### src/rtl/vc_fifo_bank_pkg.sv
// Shared helpers for the virtual-channel FIFO bank: width math for channel indices.
package vc_fifo_pkg;

  // Ceiling log2 for elaboration-time sizing; returns 0 for values of 0 or 1.
  function automatic int clog2(input int value);
    int result;
    result = 0;
    for (int i = 0; i < 31; i++) begin
      if ((1 << i) < value) result = i + 1;
    end
    return result;
  endfunction

  // Channel index width, never narrower than one bit so a single-VC bank still has a select.
  function automatic int vc_width(input int num_vc);
    return (clog2(num_vc) < 1) ? 1 : clog2(num_vc);
  endfunction

endpackage

### src/rtl/vc_fifo_bank_if.sv
// Write/read request bus, thresholds and status outputs of the VC FIFO bank.
interface vc_fifo_bank_if import vc_fifo_pkg::*; #(
  parameter int DATA_WIDTH = 6,
  parameter int ADDR_WIDTH = 4,
  parameter int NUM_VC     = 2
) ();
  localparam int VC_W = vc_width(NUM_VC);
  localparam int TW   = ADDR_WIDTH + 1;

  logic                         wr_enable;
  logic [VC_W-1:0]              wr_vc;
  logic [DATA_WIDTH-1:0]        data_in;
  logic                         rd_enable;
  logic [VC_W-1:0]              rd_vc;
  logic [NUM_VC*TW-1:0]         umbral_af;
  logic [NUM_VC*TW-1:0]         umbral_ae;
  logic [DATA_WIDTH-1:0]        data_out;
  logic                         data_out_valid;
  logic [NUM_VC*DATA_WIDTH-1:0] data_head;
  logic [NUM_VC-1:0]            full;
  logic [NUM_VC-1:0]            empty;
  logic [NUM_VC-1:0]            almost_full;
  logic [NUM_VC-1:0]            almost_empty;
  logic [NUM_VC-1:0]            error;

  modport master (
    output wr_enable, wr_vc, data_in, rd_enable, rd_vc, umbral_af, umbral_ae,
    input  data_out, data_out_valid, data_head, full, empty, almost_full, almost_empty, error
  );

  modport slave (
    input  wr_enable, wr_vc, data_in, rd_enable, rd_vc, umbral_af, umbral_ae,
    output data_out, data_out_valid, data_head, full, empty, almost_full, almost_empty, error
  );
endinterface

### src/rtl/vc_fifo_bank_channel.sv
// One virtual-channel FIFO: storage, wrapping pointers, occupancy count, status flags and head view.
// Acceptance decisions are made by the bank; this block just applies them.
module vc_fifo_channel import vc_fifo_pkg::*; #(
  parameter int DATA_WIDTH = 6,
  parameter int ADDR_WIDTH = 4
) (
  input  logic                  clk,
  input  logic                  reset,
  input  logic                  wr_i,
  input  logic                  rd_i,
  input  logic [DATA_WIDTH-1:0] data_i,
  input  logic [ADDR_WIDTH:0]   af_thr_i,
  input  logic [ADDR_WIDTH:0]   ae_thr_i,
  output logic [DATA_WIDTH-1:0] rd_data_o,
  output logic [DATA_WIDTH-1:0] head_o,
  output logic                  full_o,
  output logic                  empty_o,
  output logic                  almost_full_o,
  output logic                  almost_empty_o
);
  localparam int DEPTH = 1 << ADDR_WIDTH;
  localparam int CW    = ADDR_WIDTH + 1;

  logic [DATA_WIDTH-1:0] mem [DEPTH];
  logic [ADDR_WIDTH-1:0] wr_ptr_q, wr_ptr_d;
  logic [ADDR_WIDTH-1:0] rd_ptr_q, rd_ptr_d;
  logic [CW-1:0]         cnt_q, cnt_d;

  // Advance pointers on accepted operations; a simultaneous read and write leaves the count alone.
  always_comb begin
    wr_ptr_d = wr_ptr_q;
    rd_ptr_d = rd_ptr_q;
    cnt_d    = cnt_q;
    if (wr_i) wr_ptr_d = wr_ptr_q + ADDR_WIDTH'(1);
    if (rd_i) rd_ptr_d = rd_ptr_q + ADDR_WIDTH'(1);
    case ({wr_i, rd_i})
      2'b10:   cnt_d = cnt_q + CW'(1);
      2'b01:   cnt_d = cnt_q - CW'(1);
      default: cnt_d = cnt_q;
    endcase
  end

  // Pointer and count registers; reset drops every stored entry.
  always_ff @(posedge clk) begin
    if (reset) begin
      wr_ptr_q <= '0;
      rd_ptr_q <= '0;
      cnt_q    <= '0;
    end else begin
      wr_ptr_q <= wr_ptr_d;
      rd_ptr_q <= rd_ptr_d;
      cnt_q    <= cnt_d;
    end
  end

  // Storage array is never cleared; the count alone decides which entries are live.
  always_ff @(posedge clk) begin
    if (wr_i) mem[wr_ptr_q] <= data_i;
  end

  assign rd_data_o      = mem[rd_ptr_q];
  assign head_o         = empty_o ? '0 : mem[rd_ptr_q];
  assign full_o         = (cnt_q == CW'(DEPTH));
  assign empty_o        = (cnt_q == '0);
  assign almost_full_o  = (cnt_q >= af_thr_i);
  assign almost_empty_o = (cnt_q <= ae_thr_i);
endmodule

### src/rtl/vc_fifo_bank.sv
// Bank of NUM_VC FIFOs behind a shared write port and read port. Decodes the channel
// selects, decides acceptance, muxes read data into a registered output and keeps sticky errors.
module vc_fifo_bank import vc_fifo_pkg::*; #(
  parameter int DATA_WIDTH = 6,
  parameter int ADDR_WIDTH = 4,
  parameter int NUM_VC     = 2
) (
  input logic          clk,
  input logic          reset,
  vc_fifo_bank_if.slave bus
);
  localparam int TW = ADDR_WIDTH + 1;

  logic [NUM_VC-1:0]     wr_sel, rd_sel;
  logic [NUM_VC-1:0]     full_w, empty_w, af_w, ae_w;
  logic [DATA_WIDTH-1:0] rd_data_w [NUM_VC];
  logic [NUM_VC*DATA_WIDTH-1:0] head_w;
  logic                  wr_vc_ok, rd_vc_ok, wr_acc, rd_acc;
  logic [DATA_WIDTH-1:0] data_out_q;
  logic                  data_out_valid_q;
  logic [NUM_VC-1:0]     error_q, error_d;

  // Acceptance: a full channel still takes a write when the same cycle reads from it.
  always_comb begin
    wr_vc_ok = (int'(bus.wr_vc) < NUM_VC);
    rd_vc_ok = (int'(bus.rd_vc) < NUM_VC);
    rd_acc   = bus.rd_enable && rd_vc_ok && !empty_w[bus.rd_vc];
    wr_acc   = bus.wr_enable && wr_vc_ok &&
               (!full_w[bus.wr_vc] || (rd_acc && (bus.rd_vc == bus.wr_vc)));
    wr_sel   = '0;
    rd_sel   = '0;
    if (wr_acc) wr_sel[bus.wr_vc] = 1'b1;
    if (rd_acc) rd_sel[bus.rd_vc] = 1'b1;
  end

  for (genvar k = 0; k < NUM_VC; k++) begin : g_vc
    vc_fifo_channel #(
      .DATA_WIDTH(DATA_WIDTH),
      .ADDR_WIDTH(ADDR_WIDTH)
    ) u_channel (
      .clk           (clk),
      .reset         (reset),
      .wr_i          (wr_sel[k]),
      .rd_i          (rd_sel[k]),
      .data_i        (bus.data_in),
      .af_thr_i      (bus.umbral_af[k*TW +: TW]),
      .ae_thr_i      (bus.umbral_ae[k*TW +: TW]),
      .rd_data_o     (rd_data_w[k]),
      .head_o        (head_w[k*DATA_WIDTH +: DATA_WIDTH]),
      .full_o        (full_w[k]),
      .empty_o       (empty_w[k]),
      .almost_full_o (af_w[k]),
      .almost_empty_o(ae_w[k])
    );
  end

  // Registered read data: valid pulses for one cycle per accepted read, data holds otherwise.
  always_ff @(posedge clk) begin
    if (reset) begin
      data_out_q       <= '0;
      data_out_valid_q <= 1'b0;
    end else begin
      data_out_valid_q <= rd_acc;
      if (rd_acc) data_out_q <= rd_data_w[bus.rd_vc];
    end
  end

  // Rejected requests mark their channel; bits only ever get set until reset.
  always_comb begin
    error_d = error_q;
    if (bus.wr_enable && wr_vc_ok && !wr_acc) error_d[bus.wr_vc] = 1'b1;
    if (bus.rd_enable && rd_vc_ok && !rd_acc) error_d[bus.rd_vc] = 1'b1;
  end

  // Sticky error register.
  always_ff @(posedge clk) begin
    if (reset) error_q <= '0;
    else       error_q <= error_d;
  end

  assign bus.data_out       = data_out_q;
  assign bus.data_out_valid = data_out_valid_q;
  assign bus.data_head      = head_w;
  assign bus.full           = full_w;
  assign bus.empty          = empty_w;
  assign bus.almost_full    = af_w;
  assign bus.almost_empty   = ae_w;
  assign bus.error          = error_q;
endmodule
### src/flat_wrapper.sv
// flat-port wrapper written by rule: the top's interface ports become plain ports
module vc_fifo_bank_flat import vc_fifo_pkg::*;
#(
  parameter int DATA_WIDTH = 6,
  parameter int ADDR_WIDTH = 4,
  parameter int NUM_VC     = 2
)
  (clk, reset, bus_wr_enable, bus_wr_vc, bus_data_in, bus_rd_enable, bus_rd_vc, bus_umbral_af, bus_umbral_ae, bus_data_out, bus_data_out_valid, bus_data_head, bus_full, bus_empty, bus_almost_full, bus_almost_empty, bus_error);
  vc_fifo_bank_if #(.DATA_WIDTH(DATA_WIDTH), .ADDR_WIDTH(ADDR_WIDTH), .NUM_VC(NUM_VC)) bus_i ();
  input logic clk;
  input logic reset;
  input wire logic [$bits(bus_i.wr_enable)-1:0] bus_wr_enable;
  input wire logic [$bits(bus_i.wr_vc)-1:0] bus_wr_vc;
  input wire logic [$bits(bus_i.data_in)-1:0] bus_data_in;
  input wire logic [$bits(bus_i.rd_enable)-1:0] bus_rd_enable;
  input wire logic [$bits(bus_i.rd_vc)-1:0] bus_rd_vc;
  input wire logic [$bits(bus_i.umbral_af)-1:0] bus_umbral_af;
  input wire logic [$bits(bus_i.umbral_ae)-1:0] bus_umbral_ae;
  output wire logic [$bits(bus_i.data_out)-1:0] bus_data_out;
  output wire logic [$bits(bus_i.data_out_valid)-1:0] bus_data_out_valid;
  output wire logic [$bits(bus_i.data_head)-1:0] bus_data_head;
  output wire logic [$bits(bus_i.full)-1:0] bus_full;
  output wire logic [$bits(bus_i.empty)-1:0] bus_empty;
  output wire logic [$bits(bus_i.almost_full)-1:0] bus_almost_full;
  output wire logic [$bits(bus_i.almost_empty)-1:0] bus_almost_empty;
  output wire logic [$bits(bus_i.error)-1:0] bus_error;
  assign bus_i.wr_enable = bus_wr_enable;
  assign bus_i.wr_vc = bus_wr_vc;
  assign bus_i.data_in = bus_data_in;
  assign bus_i.rd_enable = bus_rd_enable;
  assign bus_i.rd_vc = bus_rd_vc;
  assign bus_i.umbral_af = bus_umbral_af;
  assign bus_i.umbral_ae = bus_umbral_ae;
  assign bus_data_out = bus_i.data_out;
  assign bus_data_out_valid = bus_i.data_out_valid;
  assign bus_data_head = bus_i.data_head;
  assign bus_full = bus_i.full;
  assign bus_empty = bus_i.empty;
  assign bus_almost_full = bus_i.almost_full;
  assign bus_almost_empty = bus_i.almost_empty;
  assign bus_error = bus_i.error;
  vc_fifo_bank #(.DATA_WIDTH(DATA_WIDTH), .ADDR_WIDTH(ADDR_WIDTH), .NUM_VC(NUM_VC)) u_core (.clk(clk), .reset(reset), .bus(bus_i));
endmodule
### config.mk
export PLATFORM = sky130hd
export DESIGN_NAME = vc_fifo_bank_flat
export DESIGN_NICKNAME = d
export VERILOG_FILES = /design/src/rtl/vc_fifo_bank_pkg.sv /design/src/rtl/vc_fifo_bank_if.sv /design/src/rtl/vc_fifo_bank_channel.sv /design/src/rtl/vc_fifo_bank.sv /design/src/flat_wrapper.sv
export SDC_FILE = /design/constraint.sdc
export NUM_CORES = 1
export LEC_CHECK = 0
export CORE_ASPECT_RATIO = 1.75
export CORE_MARGIN = 2
export CORE_UTILIZATION = 45
export CTS_CLUSTER_DIAMETER = 200
export DETAILED_ROUTE_END_ITERATION = 10
export PLACE_DENSITY = 0.67
export SETUP_SLACK_MARGIN = 0.1
export SLEW_MARGIN = 20
export SYNTH_ARGS = -nofsm -noshare
export SYNTH_HDL_FRONTEND = slang
export SYNTH_SLANG_ARGS = --single-unit
### constraint.sdc
create_clock -name clk -period 3.9 [get_ports clk]
set_input_delay 0.78 -clock clk [delete_from_list [all_inputs] [get_ports clk]]
set_output_delay 0.78 -clock clk [all_outputs]
set_load 0.005 [all_outputs]
==> results.yml <==
grt:
  antenna_found_initial: 0
  grt_max_degree: 33
  grt_pass1_wl_mm: 34.18
  track_usage_pct: 18.24
  met2_usage_pct: 36.62
  grt_pass1_vias: 6349
  grtUsageMet1_pct: 17.82
  gr-usage-met3_pct: 1.921
  grt_busiest_layer: "met2"
  overflow: 0
clock_network:
  clkLatencyLatePin_ns: 0.51
  clock_sinks: 235
  clockRootBuffer: "clkbuf_16"
  clkTransAtPathRegs_ns: 0.07
  cts_inserted_buffers: 22
  postCtsSetupBuffers: 0
  h-tree-depth: 1
  clock_path_buffers: 3
  cts_tree: "done"
synthesis:
  synth.area.top_cells: "edfxtp_1 55%, dfxtp_1 8.3%, mux4_2 6.1%, ha_1 4.5%, mux2i_1 2.6%"
  synth-seq-cells: 235
  mappedNetlistArea_um2: 10390
  async_flop_share_pct: 0
  syn_inst: 703
  seq_area_frac_synth_pct: 63.78
  syn_avg_cell_area_um2: 14.78
  ys.flop_type: "edfxtp_1"
  yosysTopAreaCellShare_pct: 55.49
  synth_edf_count: 192
  yosys_warnings: 0
  yosysTopAreaCell: "edfxtp_1"
  synth_nets: 772
  ys_types: 58
drt:
  vias_per_cell: 5.392
  drt_iter0_drc: 291
  wirelength_mm: 22.01
  avgRoutedWirePerCell_um: 20.20
  postRouteAntennaNets: 0
  dr.pass1.iters: 4
  vias: 5877
  drc: 0
timing:
  finalCriticalPeriod_ns: 3.688
  rsz0062_at_grt: "no"
  slew_headroom_pct: 42.78
  skew_ns: 0.01762
  setup_violations: 0
  max_freq_ghz: 0.2711
  maxSlewViolCount: 0
  tightest_slew_ns: 0.8556
  period_share_pct: 94.57
  finalHoldViolCount: 0
  tns_ns: 0
placed_design:
  gp_congestion: 0.8152
  portBuffers: 60
  hpwl_mm: 16.09
floorplan:
  rows: 73
  dieArea_um2: 24370
  die_height_um: 205.0
  core_area_um2: 22740
  start_util_pct: 45.68
  pin_count: 61
  die_w_um: 118.9
setup_path:
  r2r-start: "u_core.g_vc[0].u_channel.cnt_q[1]"
  cp_slowest_stage_delay_ns: 0.54
  start_kind: "register"
  rrSetupSlack_ns: 0.84
  cp_cell_sequence: "buf_12, mux4_2, a22oi_1, and3_1, nor2_1, clkdlybuf4s50_1"
  arrival_ns: 2.91
  worstPathRequired_ns: 3.12
  r2r-end: "u_core.g_vc[0].u_channel.cnt_q[4]"
  crit_type: "register to output pin"
  critPathSlowestCell: "mux4_2"
  reg2reg_depth: 11
  worst-path-max-fanout: 24
  crit_path_end_kind: "output pin"
final_layout:
  final_core_util_pct: 53.39
  fillCellCount: 1803
  fin_nets: 843
  multi_input_area_um2: 3356
  seqCellArea_um2: 6626
  layout_common_cells: "192 x edfxtp_1, 61 x nor2_1, 58 x clkdlybuf4s50_1"
  antenna_cells: 0
  area_delta_synth_final_pct: 16.87
  drive_gt1_share_pct: 15.32
  final_common_cell: "edfxtp_1"
hold_path:
  min_to: "u_core.bus.data_out[1]"
  hold_class: "register to register"
  hold_depth: 2
  hold_start: "u_core.bus.data_out[1]"
power_and_ir_drop:
  powerDensity_nw_per_um2: 480.6
  peakVddDrop_mv: 0.3182
  p_total_mw: 5.836
  power.leakage_nw: 4.202
outcome:
  status: "finished clean"
job:
  maxCapViolations: 0
==> how the worst max path moves through the flow <==
stage,startpoint,endpoint,slack [ns],cells past startpoint
floorplan,bus_rd_vc,u_core.g_vc[0].u_channel.cnt_q[4],0.79,12
global placement,bus_umbral_ae[6],bus_almost_empty[1],0.29,9
detailed placement,bus_rd_enable,u_core.g_vc[1].u_channel.cnt_q[4],0.21,12
CTS,register,bus_data_head[0],0.20,7
global route,register,bus_data_head[0],0.14,7
finish,register,bus_data_head[8],0.21,6
==> flip-flops by register name, indices dropped and copies added (netlist names), named ones only <==
signal	flops
u_core.bus.data_out_valid	1
u_core.bus.data_out	6
u_core.g_vc.u_channel.mem	192
u_core.g_vc.u_channel.wr_ptr_q	8
u_core.g_vc.u_channel.rd_ptr_q	8
u_core.bus.error	2
u_core.g_vc.u_channel.cnt_q	10
==> synth_stat cells (5+ instances only) <==
cell and instances:
nor2_1 61, buf_6 7, nor3_1 12, or3_1 6, nor4_1 7, mux4_2 28, mux2_2 15, mux4_1 8
nand2b_1 12, and2_1 5, o22ai_1 6, a21o_1 8, xor2_1 12, o21ai_0 11, mux2i_1 27, xnor2_1 6
buf_4 9, clkbuf_1 14, edfxtp_1 192, nand3_1 9, buf_2 6, a21oi_1 23, o21a_1 7, ha_1 37
dfxtp_1 43, a31oi_1 7, nand2_1 27, inv_1 39, nor2b_1 8, and3_1 5
==> area by class of cell <==
class	count	area share (%)
Inverter	40	1.236
Timing Repair Buffer	86	6.605
Clock buffer	23	4.740
Sequential cell	235	54.57
Tap cell	300	3.091
Multi-Input combinational cell	389	27.64
Clock inverter	17	2.123
==> cell families (layout without fill, tap and decap cells) <==
group	count (synthesis)	in the layout	synth area share [%]
compound gates	87	87	5.744
xor+xnor	18	18	1.517
fa+ha+maj	37	37	4.456
buf+inv	79	166	3.926
flops	235	235	63.78
mux	79	79	12.43
simple gates	168	168	8.153
==> routing by layer <==
metal	wire, um	vias to the layer above
li1	-	2795
met1	7550	2881
met2	12550	148
met3	772	53
met4	1137	0
met5	0	-
==> metrics by stage <==
| step | std cells | cell area [um^2] | setup WS [ns] | hold WS [ns] |
|---|---|---|---|---|
| floorplan | 703 | 10390 | 0.7931 | 0.4591 |
| global placement | 1050 | 11320 | 0.2892 | 0.4674 |
| detailed placement | 1050 | 11320 | 0.2094 | 0.4872 |
| CTS | 1090 | 12150 | 0.1954 | 0.5051 |
| global route | 1090 | 12140 | 0.1432 | 0.5215 |
| finish | 1090 | 12140 | 0.2116 | 0.4967 |
==> repair_timing <==
action,in CTS,in global routing
endpoints found under the setup margin,1,0
gates resized for setup,1,0
endpoints found under the hold margin,0,0
hold buffers,0,0
==> critical path: cells and delay by family (launching register included) <==
kind,cells,cell delay (ns)
multiplexers,1,0.54
AO/OA/AOI/OAI,1,0.48
flip-flops,1,0.36
AND/OR/NAND/NOR,2,0.32
buffers and inverters,2,0.69
==> power breakdown <==
group	total (mW)	leakage (nW)	internal (mW)	switching, mW
logic	0.657	1.72	0.330	0.327
clock network	2.39	0.408	1.44	0.950
registers	2.79	2.08	2.75	0.0442
No activity file was read; power rests on OpenSTA's default activity.
==> variant 1: new RTL, same flow settings <==
Reset style: asynchronous (`reset`), changed in 3 clocked blocks.
--- a/src/rtl/vc_fifo_bank_channel.sv
+++ b/src/rtl/vc_fifo_bank_channel.sv
@@ -43,3 +43,3 @@
   // Pointer and count registers; reset drops every stored entry.
-  always_ff @(posedge clk) begin
+  always_ff @(posedge clk or posedge reset) begin
     if (reset) begin
--- a/src/rtl/vc_fifo_bank.sv
+++ b/src/rtl/vc_fifo_bank.sv
@@ -57,3 +57,3 @@
   // Registered read data: valid pulses for one cycle per accepted read, data holds otherwise.
-  always_ff @(posedge clk) begin
+  always_ff @(posedge clk or posedge reset) begin
     if (reset) begin
@@ -75,3 +75,3 @@
   // Sticky error register.
-  always_ff @(posedge clk) begin
+  always_ff @(posedge clk or posedge reset) begin
     if (reset) error_q <= '0;
Function: differs if reset is asserted again (counterexample within 4 cycles, from zero or initial values and one cycle with reset high); with reset held inactive, the same outputs for 4 cycles.
==> variant 1 against the original RTL <==
Area after synthesis down 3.6%; register-to-register slack worse by 0.42 ns; via count fell by 8.2%; critical endpoint is now bus_data_head[5]; sequential cell count shrank 8; fmax barely moved; critical path type unchanged; setup slack got worse by 0.00092 ns; final area decreased by 4.2%; routed wire length shrank 5.8%.
Power is not compared: it rests on default switching activity, and its combinational part moved more than twofold at a synthesized area within 25%.
==> variant 1: results (changes against the original RTL) <==
----------------------------------------------------
[Outcome]
  Run status ... finished clean

[Clock tree]
  Number of buffers inserted during clock tree synthesis ... 20 (-9.1%)

[Synth]
  Sequential-to-total area share from yosys stat ... 66.3% (+2.5 points)
  Gate Count Post-Synth ... 611 (-13%)
  Commonest cells in the synthesized netlist ... 192 x sky130_fd_sc_hd__edfxtp_1, 48 x sky130_fd_sc_hd__mux4_2, 40 x sky130_fd_sc_hd__inv_1, 37 x sky130_fd_sc_hd__ha_1
  Mapped Nets ... 680 (-12%)
  Post-synth ARST share ... 15.4% (+15 points)
  Distinct cells, synth ... 45 (-22%)

[Worst hold path]
  Cells on Worst Hold Path ... 1 (-1)
  Sink of the worst hold path ... u_core.bus.error[1]

[Placed design]
  Gpl congestion ... 0.837 (+2.6%)
  Post-Place Cells ... 957 (-8.9%)
  Detail Placement HPWL ... 14.9 mm (-7.5%)

[Timing]
  Worst slew margin relative to its limit ... 55.5% (+13 points)

[Critical path]
  Worst setup slack for register-to-register paths ... 0.42 ns (-0.42 ns)
  Length in cells of the worst reg-to-reg path ... 12 (+1)

[Detailed routing]
  Met2 Wirelength ... 11.6 mm (-7.8%)
  Detailed route wirelength on metal3 ... 685 µm (-11%)
  Total detailed-routing wirelength ... 20.7 mm (-5.8%)
  WL met1 ... 7.61 mm (+0.75%)

[Global routing]
  Wire length of the first global-routing pass ... 32.1 mm (-6.0%)
  Pin count of the biggest net entering global routing ... 36 (+9.1%)
  Number of global-route vias before repair ... 5,728 (-9.8%)

[Layout]
  Fraction of layout cells with a size suffix above 1 ... 17.4% (+2.0 points)
  Final standard cell count with taps included and fillers excluded ... 993 (-8.9%)
  Number of fill cells in the layout ... 1,808 (+0.28%)

----------------------------------------------------
==> variant 1: report_power, final <==
group          internal (mW)  total, mW  switching, mW
Combinational           1.49       2.86           1.38
Clock                   1.09       1.92          0.828
Sequential              2.91       3.24          0.326
==> variant 1: timing repair <==
action	in CTS	in global routing
endpoints found under the setup margin	0	5
resized for setup	0	1
endpoints found under the hold margin	0	0
hold buffers	0	0
==> variant 1: metal layers <==
layer	GRT usage [%]	vias to the layer above
met4	7.69	0
met1	20.5	2785
li1	-	2464
met5	0	-
met3	2.11	41
met2	33.8	105
==> variant 1: logic make-up (layout without fill, tap and decap cells) <==
group	after synthesis	in the layout	synth area share (%)
AO/OA/AOI/OAI	69	69	5.21
XOR/XNOR	24	24	2.10
multiplexers	68	68	12.9
buffers and inverters	75	161	3.36
flip-flops	227	227	66.3
adder cells (fa/ha/maj)	37	37	4.62
AND/OR/NAND/NOR	111	111	5.53
==> variant 1: worst max-delay path by stage <==
stage,startpoint,slack [ns],depth (start not counted),to
global route,u_core.g_vc[0].u_channel.cnt_q[2],0.14,4,bus_data_head[3]
floorplan,u_core.g_vc[0].u_channel.cnt_q[2],0.83,14,u_core.g_vc[0].u_channel.cnt_q[4]
detailed placement,bus_rd_enable,0.24,13,u_core.g_vc[0].u_channel.cnt_q[4]
global placement,bus_umbral_ae[1],0.31,9,bus_almost_empty[0]
CTS,u_core.g_vc[0].u_channel.rd_ptr_q[2],0.13,6,bus_data_head[5]
finish,u_core.g_vc[0].u_channel.rd_ptr_q[2],0.21,6,bus_data_head[5]
==> variant 1: final cells by class <==
type                       instances  share of cell area (%)
clock inverter                    11                   0.721
tap                              296                    3.18
sequential                       227                    57.1
inverter                          40                    1.29
timing repair buffer              85                    6.74
multi-input combinational        309                    26.1
clock buffer                      25                    4.82
==> variant 1: metrics by stage <==
stage	worst slack (ns)	utilization [%]
finish	0.211	52.9
global route	0.144	52.9
CTS	0.134	53.0
detailed placement	0.243	50.1
global placement	0.308	50.1
floorplan	0.835	-
==> variant 1: critical path: stages (launching register included) <==
cell	delay (ns)
sky130_fd_sc_hd__dfrtp_1	0.34
sky130_fd_sc_hd__buf_6	0.26
sky130_fd_sc_hd__mux4_2	0.53
sky130_fd_sc_hd__mux2i_1	0.46
sky130_fd_sc_hd__mux2_2	0.28
sky130_fd_sc_hd__nor2_1	0.05
sky130_fd_sc_hd__clkdlybuf4s50_1	0.49
==> variant 2: new RTL, config.mk and constraints unchanged <==
Without the edit above. `ADDR_WIDTH` is set to 4 in 4 places; all go to 5.
--- a/src/rtl/vc_fifo_bank_if.sv
+++ b/src/rtl/vc_fifo_bank_if.sv
@@ -3,3 +3,3 @@
   parameter int DATA_WIDTH = 6,
-  parameter int ADDR_WIDTH = 4,
+  parameter int ADDR_WIDTH = 5,
   parameter int NUM_VC     = 2
--- a/src/rtl/vc_fifo_bank_channel.sv
+++ b/src/rtl/vc_fifo_bank_channel.sv
@@ -4,3 +4,3 @@
   parameter int DATA_WIDTH = 6,
-  parameter int ADDR_WIDTH = 4
+  parameter int ADDR_WIDTH = 5
 ) (
--- a/src/rtl/vc_fifo_bank.sv
+++ b/src/rtl/vc_fifo_bank.sv
@@ -4,3 +4,3 @@
   parameter int DATA_WIDTH = 6,
-  parameter int ADDR_WIDTH = 4,
+  parameter int ADDR_WIDTH = 5,
   parameter int NUM_VC     = 2
--- a/src/flat_wrapper.sv
+++ b/src/flat_wrapper.sv
@@ -4,3 +4,3 @@
   parameter int DATA_WIDTH = 6,
-  parameter int ADDR_WIDTH = 4,
+  parameter int ADDR_WIDTH = 5,
   parameter int NUM_VC     = 2
Ports: changed (resized bus_umbral_ae and bus_umbral_af); port bits go from 61 to 65. The function was not compared with the original's and may differ.
==> variant 2 against the original RTL <==
Fmax fell by 1.8%; largest cell class unchanged; routed wire length up 82%; setup slack worse by 0.066 ns; sequential cell count up 200; area after synthesis up 75%; first-iteration DRC count increased by 88%; utilization decreased by 0.12 points; power is 74% higher; sequential power is 85% higher; final area rose by 75%.
==> variant 2: results (changes against the original RTL) <==
----------------------------------------------------
[Outcome]
  Run status ... finished clean

[Layout]
  Count of nets after finishing ... 1,259 (+49%)
  Number of clock-tree buffers in the layout ... 50 (+120%)
  Count of non-CTS buffers in the layout ... 152 (+77%)
  Fraction of layout cells with a size suffix above 1 ... 23.7% (+8.4 points)
  Final standard cell count with taps included and fillers excluded ... 1,706 (+57%)
  Buffer share of cell area ... 6.80% (+0.20 points)

[Critical path]
  Data arrival time of the critical path ... 2.97 ns (+0.06 ns)

[Clock tree]
  Count of buffers added by post-CTS timing repair for setup ... 16 (+16)
  Number of buffers inserted during clock tree synthesis ... 37 (+68%)

[Detailed routing]
  Number of optimization iterations in the first detailed-route pass ... 5 (+1)
  WL met1 ... 14.2 mm (+87%)
  Average wire length per cell after detail routing ... 23.5 µm (+16%)
  Number of vias in the routed layout ... 9,580 (+63%)
  Detailed route wirelength on metal3 ... 1.55 mm (+100%)

[Synth]
  Commonest cells in the synthesized netlist ... 384 x sky130_fd_sc_hd__edfxtp_1, 126 x sky130_fd_sc_hd__nor2_1, 101 x sky130_fd_sc_hd__mux4_2, 51 x sky130_fd_sc_hd__dfxtp_1, 40 x sky130_fd_sc_hd__ha_1
  Fraction of the mapped netlist area in compound gates ... 3.39% (-2.4 points)
  Arithmetic-cell share of the synthesized area counting full adders, half adders and majority gates ... 2.76% (-1.7 points)
  Post-synthesis mux area share ... 15.7% (+3.2 points)
  Cell types occupying the most area after synthesis ... sky130_fd_sc_hd__edfxtp_1 64%, sky130_fd_sc_hd__mux4_2 13%, sky130_fd_sc_hd__dfxtp_1 5.6%
  Mapped Nets ... 1,125 (+46%)
  Cell area after synthesis ... 18,100 µm² (+75%)
  EDFF count, synth ... 384 (+100%)

[Timing]
  Clk_skew ... 0.0247 ns (+0.00713 ns)

[Pwr]
  Internal Dissipation ... 7.94 mW (+76%)
  Fraction of power consumed by combinational cells ... 10.2% (-1.1 points)
  Leakage power summed over all cells ... 7.09 nW (+69%)
  Power Density ... 477 nW/µm² (-0.75%)

[Global routing]
  Wire length of the first global-routing pass ... 60.2 mm (+76%)

[Placed design]
  Count of port buffers added during placement ... 64 (+6.7%)
  Detail Placement HPWL ... 26.7 mm (+66%)

----------------------------------------------------
==> variant 2: cell types whose count changed after synthesis, sizes merged, moves of 10 or more <==
cell / delta
clkbuf: +10
mux4: +68
edfxtp: +192
nor2: +64
==> variant 2: worst max-delay path, stage by stage (launching register included) <==
cell and delay (ns):
sky130_fd_sc_hd__dfxtp_2 0.46, sky130_fd_sc_hd__buf_12 0.29, sky130_fd_sc_hd__mux4_2 0.40, sky130_fd_sc_hd__mux4_2 0.55, sky130_fd_sc_hd__mux2i_4 0.17, sky130_fd_sc_hd__nor2_1 0.07, sky130_fd_sc_hd__clkdlybuf4s50_1 0.45
==> variant 2: per-layer routing <==
metal  track usage, %  up-vias
met4             7.44        0
met5                0        -
met2             37.4      228
met1             20.7     4927
li1                 -     4352
met3             2.64       73
==> variant 2: per-stage QoR <==
| stage | util (%) | setup slack [ns] |
|---|---|---|
| 3_5_place_dp | 48.8 | 0.0904 |
| 5_1_grt | 53.3 | 0.0682 |
| 2_1_floorplan | - | 0.389 |
| 4_1_cts | 52.8 | 0.0736 |
| 3_3_place_gp | 48.8 | 0.137 |
| 6_report | 53.3 | 0.146 |
==> variant 2: kinds of logic (layout without fill, tap and decap cells) <==
family | after synthesis | count (layout)
compound gates | 90 | 90
xor+xnor | 26 | 26
fa+ha+maj | 40 | 40
buf+inv | 92 | 254
flops | 435 | 435
mux | 151 | 151
simple gates | 215 | 215
==> variant 2: worst paths after layout <==
check	from	end	slack, ns	cells after the start
max reg2reg	u_core.g_vc[0].u_channel.cnt_q[0]	u_core.g_vc[0].u_channel.cnt_q[5]	0.37	12
min	u_core.bus.data_out[3]	u_core.bus.data_out[3]	0.50	1
max	flip-flop	bus_data_head[8]	0.15	6
min reg2reg	u_core.bus.data_out[3]	u_core.bus.data_out[3]	0.50	1
